## src/rtl/lsu_pkg.sv

```systemverilog
// Shared types and constants for the load/store unit.
// Optional misaligned-access trap: LSU_MISALIGN_TRAP_EN.
package lsu_pkg;

  localparam int MEM_AW_DEF = 5;

  localparam logic [1:0] SZ_BYTE = 2'b00;
  localparam logic [1:0] SZ_HALF = 2'b01;
  localparam logic [1:0] SZ_WORD = 2'b10;

  typedef enum logic [1:0] {
    IDLE,
    ACCESS,
    MERGE,
    DONE
  } state_t;

  typedef struct packed {
    logic        we;
    logic [1:0]  size;
    logic        sext;
    logic [1:0]  lane;
    logic [31:0] wdata;
  } lsu_req_t;

  // Reserved size 2'b11 behaves as a word access.
  function automatic logic is_word(
    input logic [1:0] size
  );
    is_word = (size != SZ_BYTE) &&
              (size != SZ_HALF);
  endfunction

  function automatic logic misaligned(
    input logic [1:0] size,
    input logic [1:0] lane
  );
    unique case (1'b1)
      size == SZ_BYTE: misaligned = 1'b0;
      size == SZ_HALF: misaligned = lane[0];
      default:         misaligned = |lane;
    endcase
  endfunction

endpackage

```

## src/rtl/lsu_lane.sv

```systemverilog
// Byte-lane steering: store merge and load extract.
// Optional misaligned-access trap: LSU_MISALIGN_TRAP_EN.
module lsu_lane
  import lsu_pkg::*;
(
  input  logic [31:0] word,
  input  logic [31:0] wdata,
  input  logic [1:0]  size,
  input  logic [1:0]  lane,
  input  logic        sext,
  output logic [31:0] merged,
  output logic [31:0] rdata
);

  function automatic logic [31:0] merge_fn(
    input logic [31:0] old,
    input logic [31:0] wd,
    input logic [1:0]  sz,
    input logic [1:0]  ln
  );
    logic [31:0] m;
    m = old;
    unique case (1'b1)
      sz == SZ_BYTE:
        m[{ln, 3'b000} +: 8] = wd[7:0];
      sz == SZ_HALF:
        m[{ln[1], 4'b0000} +: 16] = wd[15:0];
      default:
        m = wd;
    endcase
    return m;
  endfunction

  function automatic logic [31:0] extract_fn(
    input logic [31:0] w,
    input logic [1:0]  sz,
    input logic [1:0]  ln,
    input logic        sx
  );
    logic [7:0]  b;
    logic [15:0] h;
    logic [31:0] x;
    b = w[{ln, 3'b000} +: 8];
    h = w[{ln[1], 4'b0000} +: 16];
    unique case (1'b1)
      sz == SZ_BYTE:
        x = {{24{sx & b[7]}}, b};
      sz == SZ_HALF:
        x = {{16{sx & h[15]}}, h};
      default:
        x = w;
    endcase
    return x;
  endfunction

  assign merged = merge_fn(word, wdata, size, lane);
  assign rdata  = extract_fn(word, size, lane, sext);

endmodule

```

## src/rtl/lsu_mem_master.sv

```systemverilog
// LSU initiator for the word-addressed data memory.
// Optional misaligned-access trap: LSU_MISALIGN_TRAP_EN.
module lsu_mem_master
  import lsu_pkg::*;
#(
  parameter int MEM_AW = MEM_AW_DEF
) (
  input  logic              clk,
  input  logic              rst_n,
  input  logic              req,
  input  logic              we,
  input  logic [1:0]        size,
  input  logic              sext,
  input  logic [31:0]       addr,
  input  logic [31:0]       wdata,
  output logic              ready,
  output logic              done,
  output logic [31:0]       rdata,
  output logic              err,
  output logic [MEM_AW-1:0] mem_addr,
  output logic [31:0]       mem_din,
  output logic              MemRead,
  output logic              MemWrite,
  input  logic [31:0]       mem_dout
);

  state_t      state;
  lsu_req_t    r;
  logic [31:0] merged;
  logic [31:0] extracted;
  logic        trap;
  logic        unused_addr;

  assign unused_addr = ^addr[31:MEM_AW+2];

  lsu_lane u_lane (
    .word   (mem_dout),
    .wdata  (r.wdata),
    .size   (r.size),
    .lane   (r.lane),
    .sext   (r.sext),
    .merged (merged),
    .rdata  (extracted)
  );

`ifdef LSU_MISALIGN_TRAP_EN
  logic err_q;

  assign trap = misaligned(size, addr[1:0]);
  assign err  = err_q;

  always_ff @(posedge clk or negedge rst_n) begin
    if (!rst_n) begin
      err_q <= 1'b0;
    end else if (state == IDLE && req) begin
      err_q <= trap;
    end
  end
`else
  assign trap = 1'b0;
  assign err  = 1'b0;
`endif

  always_ff @(posedge clk or negedge rst_n) begin
    if (!rst_n) begin
      state    <= IDLE;
      r        <= '0;
      ready    <= 1'b1;
      done     <= 1'b0;
      rdata    <= '0;
      mem_addr <= '0;
      mem_din  <= '0;
      MemRead  <= 1'b0;
      MemWrite <= 1'b0;
    end else begin
      unique case (state)
        IDLE: begin
          if (req) begin
            r     <= '{we, size, sext,
                       addr[1:0], wdata};
            ready <= 1'b0;
            if (trap) begin
              state <= DONE;
              done  <= 1'b1;
            end else begin
              state    <= ACCESS;
              mem_addr <= addr[MEM_AW+1:2];
              MemRead  <= !(we && is_word(size));
              MemWrite <= we && is_word(size);
              if (we && is_word(size))
                mem_din <= wdata;
            end
          end
        end
        ACCESS: begin
          MemRead <= 1'b0;
          // Sub-word store: read phase done, write merged word next.
          if (r.we && !is_word(r.size)) begin
            state    <= MERGE;
            MemWrite <= 1'b1;
            mem_din  <= merged;
          end else begin
            state    <= DONE;
            MemWrite <= 1'b0;
            done     <= 1'b1;
            if (!r.we)
              rdata <= extracted;
          end
        end
        MERGE: begin
          state    <= DONE;
          MemWrite <= 1'b0;
          done     <= 1'b1;
        end
        DONE: begin
          state <= IDLE;
          done  <= 1'b0;
          ready <= 1'b1;
        end
        default: begin
          state <= IDLE;
        end
      endcase
    end
  end

endmodule

```

## config.mk

```make
export PLATFORM = sky130hd
export DESIGN_NAME = lsu_mem_master
export DESIGN_NICKNAME = d
export VERILOG_FILES = /design/src/rtl/lsu_pkg.sv /design/src/rtl/lsu_lane.sv /design/src/rtl/lsu_mem_master.sv
export SDC_FILE = /design/constraint.sdc
export NUM_CORES = 1
export LEC_CHECK = 0
export ABC_AREA = 1
export BUFFER_PORTS_ARGS = -buffer_cell sky130_fd_sc_hd__buf_4
export CORE_MARGIN = 2
export CORE_UTILIZATION = 44
export DETAILED_ROUTE_END_ITERATION = 7
export PLACE_DENSITY = 0.68
export SYNTH_ARGS = -nofsm -noshare
export SYNTH_HDL_FRONTEND = slang
export SYNTH_SLANG_ARGS = --single-unit
```

## constraint.sdc

```tcl
create_clock -name clk -period 1.9 [get_ports clk]
set_clock_uncertainty 0.05 [all_clocks]
set_input_delay 0.475 -clock clk [delete_from_list [all_inputs] [get_ports clk]]
set_output_delay 0.475 -clock clk [all_outputs]
set_load 0.02 [all_outputs]
```

== Word level (Yosys, flattened, before mapping) ==
Cells that the tools add are included.
Operators by class
  add/subtract/negate cells: 2
  eq/ne operators: 10
  shift operators: 6
  muxes and demuxes: 20
  bitwise logic cells: 5
  reductions and logical operators: 20
Operators by type and width (number)
  case mux 32 bit (2 select lines): 3
  2-to-1 mux 32 bit: 3
  bitwise mux 32 bit: 2
  variable shift 16 x 7 -> 32 bit, first input constant: 1
  variable shift 8 x 7 -> 32 bit, first input constant: 1
  variable part select 16 x 7 -> 32 bit: 1
  variable part select 32 x 6 -> 16 bit: 1
  variable part select 32 x 6 -> 8 bit: 1
  variable part select 8 x 7 -> 32 bit: 1
  negator 5 -> 7 bit: 2
  AND reduction 2 bit: 5
  != test 2 bit, second input constant: 4
  case mux 2 bit (4 select lines): 1
  nonzero test 2 bit: 4
  2-to-1 mux 1 bit: 6
  case mux 1 bit (3 select lines): 2
  equality test 2 x 1 -> 1 bit, second input constant: 2
  equality test 2 bit, second input constant: 2
  logical AND 1 bit: 4
  logical NOT 2 bit: 2
  != test 2 x 1 -> 1 bit, second input constant: 2
  case mux 1 bit (2 select lines): 2
  AND reduction 4 bit: 1
  NOT 1 bit: 3
  other kinds (5): 7
Word-level totals
  bits in registers: 113
  input port bits: 103
  output and inout port bits: 74
  logic and storage cells: 76

== Logic depth before layout (Yosys ltp) ==
Gate-level depths: netlist of run 1.
  word-level depth: 6
  depth in mapped cells: 13

== Cells and area by module ==
From an unflattened synthesis of run 1, not the netlist that was laid out.
Second synthesis, totals
  cell total of the unflattened synthesis: 1042
  area total of the unflattened synthesis: 7185.6 um^2
By module, submodules not included
  lsu_mem_master: times used 1, cells an instance 576, area each 5034.8 um^2, sequential area each 2829.0 um^2
  lsu_lane: times used 1, cells an instance 466, area each 2150.8 um^2, sequential area each 0.0 um^2

== Least setup slack after synthesis of run 1 ==
OpenSTA, ideal clock, no wires.
  path type: reg2reg
  start point: reg r[33] (netlist bit)
  end point: reg mem_din[8]
  library setup time: 0.065 ns
  arrival: 1.814 ns
  slack: -0.029 ns
  cell stages (with the launch flop): 13
  path buffers: 3
  clock period less this slack: 1.929 ns
  path through: dfrtp_1 buf_2 inv_2 buf_2 ha_1 buf_6 nor2_2 nand2_1 o21ai_0 nand2_1 nand2_1 nand2_1 nand2_1
Between the ends
  longest elaborated chain between the ends: 6
RTL lines
  from (decl): line lsu_mem_master.sv:28  | lsu_req_t r;
  from (signal assigned): line lsu_mem_master.sv:79  | r <= '{we, size, sext,
  negator 5 -> 7 bit (on tied branches): line lsu_lane.sv:27, lsu_lane.sv:25
  variable part select 16 x 7 -> 32 bit (tied with other cells): line lsu_lane.sv:27  | m[{ln[1], 4'b0000} +: 16] = wd[15:0];
  bitwise mux 32 bit (on tied branches): line lsu_lane.sv:27, lsu_lane.sv:25
  case mux 32 bit (2 select lines) *: line lsu_lane.sv:23  | unique case (1'b1)
  2-to-1 mux 32 bit *: line lsu_mem_master.sv:98  | if (r.we && !is_word(r.size)) begin
  case mux 32 bit (2 select lines) *: line lsu_mem_master.sv:76  | unique case (state)
  to (signal assigned): line lsu_mem_master.sv:91  | mem_din <= wdata;
  to (signal assigned): line lsu_mem_master.sv:101  | mem_din <= merged;
  to (decl): line lsu_mem_master.sv:21  | output logic [31:0] mem_din,
Every way passes the cells marked *; elsewhere a longest branch is shown, timed or not. The select of a mux whose other input is x is not followed.
A chain may end at the register's enable or synchronous reset.

== Final worst setup path of run 1 ==
  start point: reg state[1]
  end point: reg mem_din[11]
Between the ends
  longest elaborated chain between the ends: 3
RTL lines
  from (decl): line lsu_mem_master.sv:27  | state_t state;
  from (signal assigned): line lsu_mem_master.sv:66  | state <= IDLE;
  from (signal assigned): line lsu_mem_master.sv:83  | state <= DONE;
  from (signal assigned): line lsu_mem_master.sv:86  | state <= ACCESS;
  equality test 2 x 1 -> 1 bit / logical NOT 2 bit (equally long branches): line lsu_mem_master.sv:76
  != test 2 bit (no line) / nonzero test 2 bit (equally long branches)
  AND reduction 4 bit (no line)
Parallel ways exist; a longest one is shown, timed or not.

==> results.yml, run 1 <==
synthesis:
  ys.warnings.count: 0
  yosys.area.top_type: "dfrtp_1"
  synth_enable_flop_cells: 0
  ys_seq_elements: 113
  synth_fp_nets: 1143
  ys_seq_area_frac: 0.417
  avgSynthCellArea_um2: 6.58
  ys_dominant_reg_cell: "dfrtp_1"
  async_flop_share: 1.00
  synth_area_mm2: 0.00679
  post_synth_num_cell_types: 33
  synth_cells: 1032
  yosys-top-cells-area: "dfrtp_1 41%, nand2_1 25%, nor2_1 8.7%"
  synth_top_area_frac: 0.413
final_layout:
  seqCellArea_mm2: 0.00283
  antenna_cells: 0
  multi_input_area_mm2: 0.00348
  layout-drive-gt1-share: 0.212
  area_delta_synth_final_pct: 31.3
  design_area_mm2: 0.00892
  final_common_cell: "nand2_1"
  fill_cells: 1439
  most-common-layout-cells: "455 x nand2_1, 179 x buf_4, 156 x nor2_1"
  nNetsFinal: 1299
die:
  io-pin-count: 177
  start_util: 0.448
  fp.dieW_um: 128
  dieArea_mm2: 0.0164
  row_count: 45
  core_region_area_mm2: 0.0151
  die_y_um: 128
pwr:
  p_int_mw: 9.45
  p_clk_frac: 0.195
  peakVddDrop_uv: 924
  p_sw_mw: 7.99
  power_leakage_nw: 4.69
  power_frac_seq: 0.253
  combPwrFrac: 0.553
  p_per_area_mw_per_mm2: 1960
  netSwitchingFraction: 0.458
critical_path:
  critPathMaxFanout: 11
  required_ps: 2150
  reg2reg_depth: 10
  crit_type: "reg2reg"
  worstSetupEndpointType: "flip-flop"
  critPathArrivalTime_ps: 2050
  worst_setup_path_start_kind: "flip-flop"
clocking:
  numCtsBuffers: 17
  clk_path_buf_depth: 2
  clk_latency_ps: 420
  htree_levels: 4
  cts_tree: "done"
  post_cts_buffers: 0
  clk_pin_slew_ps: 50
  cts.sinks: 113
  cts_root_buf: "clkbuf_16"
route:
  drt-initial-drc-count: 692
  routed_wl_um: 21600
  viasPerCell: 5.05
  wire_per_inst_um: 15.6
  vias: 7012
  dr.pass1.iters: 5
  drcViolationCount: 0
  drtAntennaViolNets: 0
grt:
  grt_overflow: 0
  antenna_found_initial: 0
  grt_pass1_vias: 6523
  grt_first_pass_wirelength_um: 34100
  grt_max_degree: 63
  grt_use_total: 0.267
timing:
  worst_slack_ps: 99.4
  setup_viol: 0
  maxSlewViolCount: 0
  fmax_mhz: 555
  hold_viol: 0
  layout_min_cycle_time_ps: 1800
  finalCritPeriodShare: 0.948
placement:
  place_area_mm2: 0.00824
  hpwlAfterDp_um: 15500
  portBuffers: 150
  preCtsSetupSlack_ps: 103
  globalplace.congestion: 0.894
outcome:
  outcome: "complete, no violations"
min_path:
  holdPathStages: 3
  hold_path_class: "in2reg"
job:
  maxCapViolCount: 0
## worst paths after layout
kind	startpoint	slack [ps]	end
min in group asynchronous	rst_n	350	rdata[14]
hold / removal	addr[5]	200	mem_addr[3]
max in group asynchronous	rst_n	920	MemRead
hold reg to reg	mem_din[7]	420	mem_din[7]
setup reg to reg	state[1]	100	mem_din[11]
setup / recovery	state[1]	100	mem_din[11]
## kinds of logic after synthesis
kind of cell / synth area share
compound gates: 0.118
other cells: 0.000552
buf+inv: 0.0722
simple gates: 0.378
flops: 0.417
fa+ha+maj: 0.0147
## area by class of cell
type,instances,area share
Sequential cell,113,0.318
Clock inverter,10,0.0177
Inverter,56,0.0239
Tap cell,188,0.0264
Timing Repair Buffer,189,0.172
Multi-Input combinational cell,811,0.391
Clock buffer,22,0.0521
## worst max-delay path, stage by stage, from the launching register on
cell,delay [ps]
dfrtp_1,410
inv_1,100
ha_2,230
inv_4,90
nand2_1,100
nand2_1,90
o211ai_4,160
buf_6,180
nor2_1,40
nand2_1,160
nand2_1,70
## cells in the mapped netlist (5+ instances only)
cell      number
nand4_1        8
buf_6          5
inv_1         45
nor2_1       157
buf_2         15
nand2_1      456
clkbuf_1      21
inv_2          8
nand3_1       27
o21ai_1        5
o21ai_0       56
buf_4          7
ha_1           8
a21oi_1       66
a21oi_2       11
dfrtp_1      112
## state kept, by name, summed over array words and instances (netlist names), 2 cells and up
register,flops
mem_din,32
state,2
mem_addr,5
rdata,32
r,38
## layer usage
metal / vias to the layer above / GRT usage / routed length (µm)
met1: 3124 / 0.384 / 9830
met2: 311 / 0.392 / 9370
li1: 3536 / - / -
met5: - / 0 / 0
met3: 41 / 0.0467 / 1650
met4: 0 / 0.123 / 751
## what timing repair did
action | in CTS | in global routing
hold buffers | 1 | 0
setup endpoints to repair | 0 | 31
resized for setup | 0 | 11
hold endpoints to repair | 1 | 0
## metrics by stage
stage	setup TNS [ps]	hold WS (ps)	power, mW	instances	utilization
after floorplan	-404	129	10.6	1032	-
after global placement	0	234	13.7	1355	0.544
after detailed placement	0	231	13.8	1355	0.544
after CTS	0	191	17.3	1388	0.586
after global routing	-3.92	204	18.9	1389	0.589
final	0	201	17.4	1389	0.589
## power groups by stage
stage | sequential (mW) | combinational (mW) | clock [mW]
2_1_floorplan | 5.17 | 5.39 | 0
3_3_place_gp | 4.41 | 9.31 | 0
3_5_place_dp | 4.42 | 9.41 | 0
4_1_cts | 4.40 | 9.47 | 3.43
5_1_grt | 4.54 | 10.8 | 3.54
6_report | 4.40 | 9.64 | 3.39
No activity file was read; power rests on OpenSTA's default activity.
==> inputs of run 2 (changes only) <==
--- a/config.mk
+++ b/config.mk
@@ -8,9 +8,9 @@
 export ABC_AREA = 1
 export BUFFER_PORTS_ARGS = -buffer_cell sky130_fd_sc_hd__buf_4
 export CORE_MARGIN = 2
-export CORE_UTILIZATION = 44
+export CORE_UTILIZATION = 46
 export DETAILED_ROUTE_END_ITERATION = 7
-export PLACE_DENSITY = 0.68
+export PLACE_DENSITY = 0.71
 export SYNTH_ARGS = -nofsm -noshare
 export SYNTH_HDL_FRONTEND = slang
 export SYNTH_SLANG_ARGS = --single-unit
==> results.yml, run 2 (synthesis results as in run 1) <==
clocking:
  clk_path_buf_depth: 2
  htree_levels: 4
  cts_tree: "done"
  numCtsBuffers: 17
  cts.sinks: 113
  clk_latency_ps: 420
  clk_pin_slew_ps: 50
  cts_root_buf: "clkbuf_16"
final_layout:
  seqCellArea_mm2: 0.00283
  largest_register_ffs: 38
  top_register: "r"
  design_area_mm2: 0.00893
  most-common-layout-cells: "455 x nand2_1, 179 x buf_4, 156 x nor2_1"
  area_delta_synth_final_pct: 31.5
  multi_input_area_mm2: 0.00348
  final_common_cell: "nand2_1"
  antenna_cells: 0
  reg_top3: "r (38), mem_din (32), rdata (32)"
  fill_cells: 1391
  layout-drive-gt1-share: 0.215
  nNetsFinal: 1300
placement:
  portBuffers: 150
  preCtsSetupSlack_ps: 102
  hpwlAfterDp_um: 15600
  place_area_mm2: 0.00825
  globalplace.congestion: 0.950
timing:
  setup_viol: 0
  maxSlewViolCount: 0
  worstMarginPinSlew_ps: 518
  layout_min_cycle_time_ps: 1820
  hold-worst-slack_ps: 196
  grt_setup_unrepaired: "yes"
  slew_headroom: 0.655
  fmax_mhz: 549
  finalCritPeriodShare: 0.958
  worst_slack_ps: 80.1
  hold_viol: 0
route:
  wire_per_inst_um: 15.4
  routed_wl_um: 21400
  drtAntennaViolNets: 0
  vias: 7104
  dr.pass1.iters: 6
  viasPerCell: 5.13
  drt-initial-drc-count: 599
  drcViolationCount: 0
grt:
  grt_first_pass_wirelength_um: 34000
  grt_max_degree: 41
  grt_pass1_vias: 6441
  grt_use_total: 0.274
  antenna_found_initial: 0
  grt_overflow: 0
critical_path:
  worstSetupEndpointType: "flip-flop"
  timing.rr.end: "mem_din[10]"
  required_ps: 2150
  worst_setup_path_start_kind: "flip-flop"
  crit_type: "reg2reg"
  critPathMaxFanout: 12
  r2r_start: "state[1]"
  critPathArrivalTime_ps: 2070
  reg2reg_depth: 10
  regToRegSetupSlack_ps: 80
die:
  fp.dieW_um: 125
  row_count: 44
  dieArea_mm2: 0.0157
  die_y_um: 125
  io-pin-count: 177
  core_region_area_mm2: 0.0145
  start_util: 0.469
min_path:
  holdPathStages: 3
  hp-start: "addr[5]"
  whs_endpoint: "mem_addr[3]"
  hold_path_class: "in2reg"
pwr:
  p_int_mw: 9.41
  p_clk_frac: 0.192
  p_per_area_mw_per_mm2: 1940
  power_leakage_nw: 4.71
  combPwrFrac: 0.552
  p_sw_mw: 7.96
  netSwitchingFraction: 0.458
  power_frac_seq: 0.256
  peakVddDrop_uv: 875
outcome:
  outcome: "complete, no violations"
job:
  maxCapViolCount: 0
[run 2: cell count changes in the layout (fill, tap and decap cells not counted), moves of 2 or more]
cell / delta
o21ai_0: +4
o21ai_1: -4
clkbuf_8: +3
clkinv_2: +2
clkbuf_1: -3
[run 2: area by class of cell]
cell class	instances	share of cell area
multi-input cells	811	0.390
flip-flops and latches	113	0.317
repair buffers	190	0.174
clock buffers	22	0.0554
well taps	184	0.0258
inverters	56	0.0238
clock inverters	10	0.0146
[run 2: worst max-delay path by stage]
stage,start,end,slack [ps]
6_report,state[1],mem_din[10],80
3_3_place_gp,state[1],mem_din[27],130
4_1_cts,state[1],mem_din[19],80
5_1_grt,state[1],mem_din[5],-20
3_5_place_dp,state[1],mem_din[19],100
2_1_floorplan,r[33],mem_din[8],-30
[run 2: stage by stage]
step / setup TNS, ps / util / cells / power, mW
2_1_floorplan: -404 / - / 1032 / 10.6
6_report: 0 / 0.617 / 1386 / 17.4
4_1_cts: 0 / 0.613 / 1384 / 17.3
3_3_place_gp: 0 / 0.570 / 1351 / 13.7
3_5_place_dp: 0 / 0.570 / 1351 / 13.8
5_1_grt: -60.5 / 0.617 / 1386 / 18.8
[run 2: power groups by stage]
stage               clock network (mW)  logic [mW]  registers, mW
global route                      3.49        10.7           4.60
global placement                     0        9.25           4.44
finish                            3.33        9.59           4.44
CTS                               3.39        9.43           4.43
detailed placement                   0        9.39           4.44
floorplan                            0        5.39           5.17
[run 2: what timing repair did]
action | CTS | global route
buffers inserted | 0 | 1
hold buffers | 1 | 0
endpoints found under the setup margin | 0 | 27
endpoints found under the hold margin | 19 | 0
gates resized for setup | 0 | 6
[run 2: layer usage]
layer,wire length [µm],global-route usage,vias up
met5,0,0,-
met4,563,0.103,0
met2,9650,0.419,317
met1,9410,0.392,3217
li1,-,-,3534
met3,1740,0.0484,36
[run 2: worst max-delay path: stages (launching register included)]
cell,delay [ps]
dfrtp_1,410
inv_1,110
ha_2,240
inv_4,100
nand2_1,90
nand2_1,90
o211ai_4,180
buf_4,190
nor2_1,40
nand2_1,140
nand2_1,70
